**src/rtl/regbank.sv**
```systemverilog
// regbank: small register file with per-register valid flags and a LIFO save
// stack. Registers are written from one of three sources (or cleared), saved
// to the stack with push and restored with pop. Reads are combinational on rSel.
module regbank #(
    parameter int WIDTH = 8,
    parameter int NREGS = 4,
    parameter int DEPTH = 4
) (
    input  logic                         clk,
    input  logic                         rst,
    input  logic [WIDTH-1:0]             iInbox,
    input  logic [WIDTH-1:0]             iMem,
    input  logic [WIDTH-1:0]             iAlu,
    input  logic [1:0]                   muxR,
    input  logic                         wR,
    input  logic [$clog2(NREGS)-1:0]     rSel,
    input  logic                         push,
    input  logic                         pop,
    output logic signed [WIDTH-1:0]      R,
    output logic                         V,
    output logic                         full,
    output logic                         empty,
    output logic [$clog2(DEPTH+1)-1:0]   level,
    output logic                         err
);

    localparam int LVLW = $clog2(DEPTH + 1);
    localparam int AW   = (DEPTH > 1) ? $clog2(DEPTH) : 1;

    localparam logic [1:0] SRC_INBOX = 2'b00;
    localparam logic [1:0] SRC_MEM   = 2'b01;
    localparam logic [1:0] SRC_CLEAR = 2'b10;
    localparam logic [1:0] SRC_ALU   = 2'b11;

    logic [WIDTH-1:0] val_q     [NREGS];
    logic             vld_q     [NREGS];
    logic [WIDTH-1:0] stk_val_q [DEPTH];
    logic             stk_vld_q [DEPTH];
    logic [LVLW-1:0]  level_q, level_d;
    logic             err_q, err_d;

    logic             sel_ok;
    logic [WIDTH-1:0] cur_val;
    logic             cur_vld;
    logic [WIDTH-1:0] wr_val;
    logic             wr_vld;
    logic             full_w, empty_w;
    logic             do_push, do_pop, do_wr, err_set;
    logic [LVLW-1:0]  lvl_dec;
    logic [AW-1:0]    push_idx, top_idx;

    // Selected register lookup; out-of-range selects read as an empty register
    always_comb begin
        sel_ok  = (int'(rSel) < NREGS);
        cur_val = '0;
        cur_vld = 1'b0;
        if (sel_ok) begin
            cur_val = val_q[rSel];
            cur_vld = vld_q[rSel];
        end
    end

    assign R     = $signed(cur_val);
    assign V     = cur_vld;
    assign full  = full_w;
    assign empty = empty_w;
    assign level = level_q;
    assign err   = err_q;

    // Write source selection; the clear code also drops the valid flag
    always_comb begin
        wr_val = '0;
        wr_vld = 1'b0;
        case (muxR)
            SRC_INBOX: begin wr_val = iInbox; wr_vld = 1'b1; end
            SRC_MEM:   begin wr_val = iMem;   wr_vld = 1'b1; end
            SRC_ALU:   begin wr_val = iAlu;   wr_vld = 1'b1; end
            SRC_CLEAR: begin wr_val = '0;     wr_vld = 1'b0; end
            default:   begin wr_val = '0;     wr_vld = 1'b0; end
        endcase
    end

    // Operation decode: a push and pop together cancel each other, and a
    // performed pop takes the register port so a same-cycle write is dropped
    always_comb begin
        full_w   = (level_q == LVLW'(DEPTH));
        empty_w  = (level_q == '0);
        lvl_dec  = level_q - LVLW'(1);
        push_idx = level_q[AW-1:0];
        top_idx  = lvl_dec[AW-1:0];
        do_push  = push & ~pop & ~full_w  & sel_ok;
        do_pop   = pop  & ~push & ~empty_w & sel_ok;
        do_wr    = wR   & sel_ok & ~do_pop;
        err_set  = (~sel_ok & (wR | push | pop))
                 | (push & pop)
                 | (push & ~pop & full_w)
                 | (pop & ~push & empty_w)
                 | (pop & wR);
        level_d  = level_q;
        if (do_push) begin
            level_d = level_q + LVLW'(1);
        end else if (do_pop) begin
            level_d = lvl_dec;
        end
        err_d = err_q | err_set;
    end

    // Register file: restore from stack top has priority over a write
    always_ff @(posedge clk) begin
        if (rst) begin
            for (int i = 0; i < NREGS; i++) begin
                val_q[i] <= '0;
                vld_q[i] <= 1'b0;
            end
        end else if (do_pop) begin
            val_q[rSel] <= stk_val_q[top_idx];
            vld_q[rSel] <= stk_vld_q[top_idx];
        end else if (do_wr) begin
            val_q[rSel] <= wr_val;
            vld_q[rSel] <= wr_vld;
        end
    end

    // Stack storage captures the register as it was before this edge
    always_ff @(posedge clk) begin
        if (!rst && do_push) begin
            stk_val_q[push_idx] <= cur_val;
            stk_vld_q[push_idx] <= cur_vld;
        end
    end

    // Stack occupancy and sticky error flag
    always_ff @(posedge clk) begin
        if (rst) begin
            level_q <= '0;
            err_q   <= 1'b0;
        end else begin
            level_q <= level_d;
            err_q   <= err_d;
        end
    end

endmodule

```
**config.mk**
```make
export PLATFORM = sky130hd
export DESIGN_NAME = regbank
export DESIGN_NICKNAME = d
export VERILOG_FILES = /design/src/rtl/regbank.sv
export SDC_FILE = /design/constraint.sdc
export NUM_CORES = 1
export LEC_CHECK = 0
export ABC_CLOCK_PERIOD_IN_PS = 2800
export BUFFER_PORTS_ARGS = -buffer_cell sky130_fd_sc_hd__buf_2
export CAP_MARGIN = 20
export CELL_PAD_IN_SITES_DETAIL_PLACEMENT = 1
export CELL_PAD_IN_SITES_GLOBAL_PLACEMENT = 1
export CORE_MARGIN = 5
export CORE_UTILIZATION = 48
export CTS_CLUSTER_SIZE = 40
export DETAILED_ROUTE_END_ITERATION = 10
export PLACE_DENSITY_LB_ADDON = 0.1
export SLEW_MARGIN = 10
export SYNTH_ARGS = -nofsm -noshare
export SYNTH_HDL_FRONTEND = slang
export SYNTH_SLANG_ARGS = --single-unit
export TNS_END_PERCENT = 50
```
**constraint.sdc**
```tcl
create_clock -name clk -period 2.8 [get_ports clk]
set_input_delay 0 -clock clk [delete_from_list [all_inputs] [get_ports clk]]
set_output_delay 0 -clock clk [all_outputs]
set_load 0.01 [all_outputs]
```
After elaboration in Yosys (flattened, before gate mapping)
Memories as Yosys holds them, arrays and structs flattened.
Index checks and enable logic that the tools add are counted.
{"block": "classes", "n_addsub": 2, "reduce_logical": 8, "eq_ne": 4, "muxes": 23, "bitwise_logic": 20}
{"op": "case mux 8 bit (4 select lines)", "count": 1}
{"op": "2-to-1 mux 8 bit", "count": 2}
{"op": "2-to-1 mux 1 bit", "count": 15}
{"op": "bitwise AND 1 bit", "count": 9}
{"op": "OR reduction 8 bit", "count": 1}
{"op": "2-to-1 mux 3 bit", "count": 2}
{"op": "OR 1 bit", "count": 6}
{"op": "NOT 1 bit", "count": 5}
{"op": "equality test 2 bit (second input constant)", "count": 2}
{"op": "2-to-1 mux 2 bit", "count": 2}
{"op": "adder 3 x 1 -> 3 bit (second input constant)", "count": 1}
{"op": "equality test 3 bit (second input constant)", "count": 1}
{"op": "logical NOT 3 bit", "count": 1}
{"op": "OR reduction 3 bit", "count": 1}
{"op": "subtractor 3 x 1 -> 3 bit (second input constant)", "count": 1}
{"op": "equality test 2 x 1 -> 1 bit (second input constant)", "count": 1}
{"op": "logical NOT 2 bit", "count": 1}
{"op": "case mux 1 bit (2 select lines)", "count": 1}
{"op": "nonzero test 2 bit", "count": 1}
{"op": "logical AND 1 bit", "count": 1}
{"op": "logical NOT 1 bit", "count": 1}
{"op": "OR reduction 1 bit", "count": 1}
{"block": "word_totals", "ramBits": 72, "output_inout_bits": 15, "wordCells": 63, "memories": 4, "input_bits": 33, "register_bits": 4}
{"memory": "stk_val_q", "words": 4, "word_bits": 8, "rd": 1, "rd_clocked_by_memory_dff": 0, "wr": 1, "line_no": "37", "source": "logic [WIDTH-1:0] stk_val_q [DEPTH];"}
{"memory": "val_q", "words": 4, "word_bits": 8, "rd": 1, "rd_clocked_by_memory_dff": 0, "wr": 4, "line_no": "35", "source": "logic [WIDTH-1:0] val_q [NREGS];"}
{"memory": "stk_vld_q", "words": 4, "word_bits": 1, "rd": 1, "rd_clocked_by_memory_dff": 0, "wr": 1, "line_no": "38", "source": "logic stk_vld_q [DEPTH];"}
{"memory": "vld_q", "words": 4, "word_bits": 1, "rd": 1, "rd_clocked_by_memory_dff": 0, "wr": 4, "line_no": "36", "source": "logic vld_q [NREGS];"}

Logic depth before layout (Yosys ltp)
{"block": "logic_depth", "ltp_word": 12, "ltp_mapped": 8, "depth_no_buf": 6}

Worst setup path before layout
No wires, ideal clock.
{"block": "synth_timing", "kind": "reg-to-reg", "from": "reg level_q[0] (netlist: level[0])", "to": "mem val_q[1][0] (enable)", "stages_incl_launch_ff": 9, "synth_period_minus_slack_ns": 2.395, "t_arrival_ns": 2.018, "path_slack_ns": 0.405, "n_path_buf": 2, "setup_time_ns": 0.377, "required_ns": 2.423, "path_cell_list": "dfxtp_1 -> buf_6 -> inv_1 -> ha_1 -> nand2b_4 -> and2_1 -> buf_6 -> nor2_2 -> o21bai_1"}
{"element": "start: declaration", "line_no": "39", "source": "logic [LVLW-1:0] level_q, level_d;"}
{"element": "start signal: assignment", "line_no": "138", "source": "level_q <= level_d;"}
{"element": "end: declaration", "line_no": "35"}

Final worst setup path
{"block": "layout_timing", "from": "reg level_q[1] (netlist: level[1])", "to": "mem stk_val_q[3][0] (enable)"}
{"block": "layout_via", "elab_chain_cells": 6}
{"element": "equality test 3 bit", "line_no": "86", "source": "full_w = (level_q == LVLW'(DEPTH));"}
{"element": "NOT 1 bit", "line_no": "91", "source": "do_push = push & ~pop & ~full_w & sel_ok;"}
{"element": "bitwise AND 1 bit", "line_no": "91"}
{"element": "logical AND 1 bit", "line_no": "126", "source": "if (!rst && do_push) begin"}
{"element": "2-to-1 mux 1 bit", "line_no": "126"}
{"element": "2-to-1 mux 1 bit (implied by the code)", "line_no": "127", "source": "stk_val_q[push_idx] <= cur_val;"}
{"element": "end: declaration", "line_no": "37"}
Several ways; a longest one is shown, not always the timed one.

==> out/qor.yml <==
outcome:
  status: "completed"
floorplan:
  io_pins: 48
  initial_core_util: 0.4899
  coreArea_um2: 7214
  die_h_um: 95.81
  die-area_um2: 9180
  die_w_um: 95.81
  num_rows: 31
synth:
  avgSynthCellArea_um2: 16.21
  ys_ff_latch: 76
  yosys.area_share.simple: 0.08071
  synthArstFlopShare: 0
  synth-main-ff-cell: "edfxtp_1"
  synth_mux_area_frac: 0.1405
  yosysUniqueCellTypes: 37
  syn_area_um2: 3535
  ys_warn_count: 0
  synth_edf_count: 72
  synth-xor-area-share: 0.002478
  synth-compound-area-share: 0.09841
  synth_top_family_by_area: "multiplexers"
  syn_inst: 218
  synth.net_count: 256
  seq_area_frac_synth: 0.6343
  synth_fa_ha_area_frac: 0.01770
pwr:
  pwr_density_cell_nw_per_um2: 660.1
  p_seq_frac: 0.494
  share_comb_of_total_power: 0.183
  p_int_mw: 2.002
  ir_worst_vdd_mv: 0.3617
  power_leakage_nw: 1.558
  p_sw_mw: 0.6971
  p_clk_frac: 0.324
  switching_share: 0.2583
  p_total_mw: 2.699
critical_path:
  end_kind: "flip-flop"
  rr_endpoint: "stk_val_q[3][0]"
  timing.rr.start: "level[1]"
  crit_required_ps: 2780
  start_kind: "flip-flop"
  critPathMaxFanout: 9
  cp.arrival_ps: 2230
  crit_type: "flip-flop to flip-flop"
  r2r_cells: 6
  ff2ff_setup_slack_ps: 550
sta:
  skew_ps: 10.65
  fmaxAchievable_mhz: 445.2
  finalHoldViolations: 0
  setup_viol: 0
  fin_crit_ps: 2246
  tns_ps: 0
  finalCritPeriodShare: 0.8022
  tightest_slew_ps: 654.4
  relSlewSlack: 0.5627
  finalWorstSetupSlack_ps: 553.9
  slew_viol_final: 0
  rsz0062_at_grt: "no"
  whs_ps: 12.21
cells_and_area:
  layout.cells.non_filler: 375
  area_growth_pct: 15.68
  diodes: 0
  final_cell_area_um2: 4089
  drive_gt1_frac: 0.3659
  nNetsFinal: 310
  fin_util: 0.5668
grt:
  grt_max_degree: 16
  grt_pass1_vias: 2238
  grt.overflow.total: 0
  grt_first_pass_wirelength_mm: 12.54
  grt_usage: 0.1944
  grt_antenna_before_repair: 0
worst_hold_path:
  min_path_type: "primary input to flip-flop"
  min-delay-start: "pop"
  hold_depth: 3
  hold_end: "err"
clocking:
  cts_resized: 0
  clock-sinks: 76
  cts_buffers: 9
  clk_latency_ps: 350
  cts_buffer_depth: 2
  cts_tree: "done"
  clkTransAtPathRegs_ps: 70
  htree_levels: 3
  cts_hold_buffers: 0
  root_buffer: "clkbuf_8"
  post-cts-setup-buffers: 0
placed_design:
  place_ws_ps: 595.0
  postPlaceCellArea_um2: 3885
  dp_hpwl_mm: 6.010
  io_buffers: 47
  dpl.cell_count: 360
  place_congestion: 0.8038
routing:
  vias: 2034
  drtPass1Iterations: 4
  ant_nets: 0
  vias_per_cell: 5.424
  post_drt_wl_per_cell_um: 21.85
  wl_mm: 8.195
  route.detailed.drc: 0
  drt_iter0_drc: 86
job:
  drv_cap: 0
[cells by family after synthesis]
| family | Yosys count |
|---|---|
| AO/OA/AOI/OAI | 30 |
| multiplexers | 27 |
| XOR/XNOR | 1 |
| AND/OR/NAND/NOR | 61 |
| adder cells (fa/ha/maj) | 5 |
| flip-flops | 76 |
| buffers and inverters | 18 |
[per-layer routing]
metal,GRT usage,part of all wire
met1,0.2539,0.43
met2,0.3266,0.52
met3,0.03831,0.041
met4,0.06398,0.013
met5,0,0
[cell usage after synthesis (2+ instances only)]
cell type,n,share of area
inv_1,5,0.0053
buf_1,2,0.0021
nand3_1,3,0.0042
and2_1,7,0.012
mux2i_1,8,0.023
buf_6,2,0.0064
o21ai_0,2,0.0028
o2bb2ai_1,8,0.020
a22oi_4,8,0.048
edfxtp_1,72,0.61
ha_1,5,0.018
clkbuf_2,2,0.0028
nand2b_1,2,0.0035
clkbuf_1,3,0.0032
nand2_1,3,0.0032
nor2_1,40,0.042
o21bai_1,4,0.0085
dfxtp_1,4,0.023
mux4_2,18,0.11
a31oi_1,2,0.0035
buf_2,2,0.0028
[layout make-up]
class                      instances  area, µm²
fill                             726       3126
inverter                           6      22.52
multi-input combinational        124       1201
tap                               99      123.9
clock inverter                     6      80.08
timing repair buffer              55      295.3
sequential                        76       2242
clock buffer                       9      123.9
[state kept, by name (all words and copies together), names as in the netlist]
name	count
val_q	32
stk_val_q	32
stk_vld_q	4
level	3
vld_q	4
err	1
[worst max-delay path by stage]
stage | end | cells past startpoint | startpoint | slack, ps
3_3_place_gp | val_q[2][6] | 5 | level[1] | 670
5_1_grt | stk_val_q[3][1] | 6 | level[1] | 360
6_report | stk_val_q[3][0] | 6 | level[1] | 550
2_1_floorplan | val_q[1][0] | 8 | level[0] | 410
4_1_cts | stk_val_q[3][0] | 6 | level[1] | 560
3_5_place_dp | stk_val_q[3][4] | 6 | level[1] | 590
[power groups by stage]
stage | Clock (mW) | Combinational, mW | Sequential (mW)
2_1_floorplan | 0 | 0.339 | 1.36
3_3_place_gp | 0 | 0.491 | 1.35
3_5_place_dp | 0 | 0.500 | 1.36
4_1_cts | 0.890 | 0.502 | 1.33
5_1_grt | 0.948 | 0.537 | 1.34
6_report | 0.873 | 0.493 | 1.33
[cells in the final DEF, fill, tap and decap left out, types with 5 or more instances in the layout]
cell	count
mux2i_1	8
nor2_1	40
buf_2	47
mux4_2	18
edfxtp_1	72
inv_1	5
clkbuf_8	9
ha_1	5
a22oi_4	8
buf_4	8
o2bb2ai_1	8
and2_1	7
[critical path, stage by stage (launching register included)]
cell and delay (ps):
dfxtp_1 400, inv_1 100, ha_1 260, a21oi_1 320, nand2_1 140, nor2_1 190, and2_1 470
Note: power is estimated with default switching activity, not from simulation.
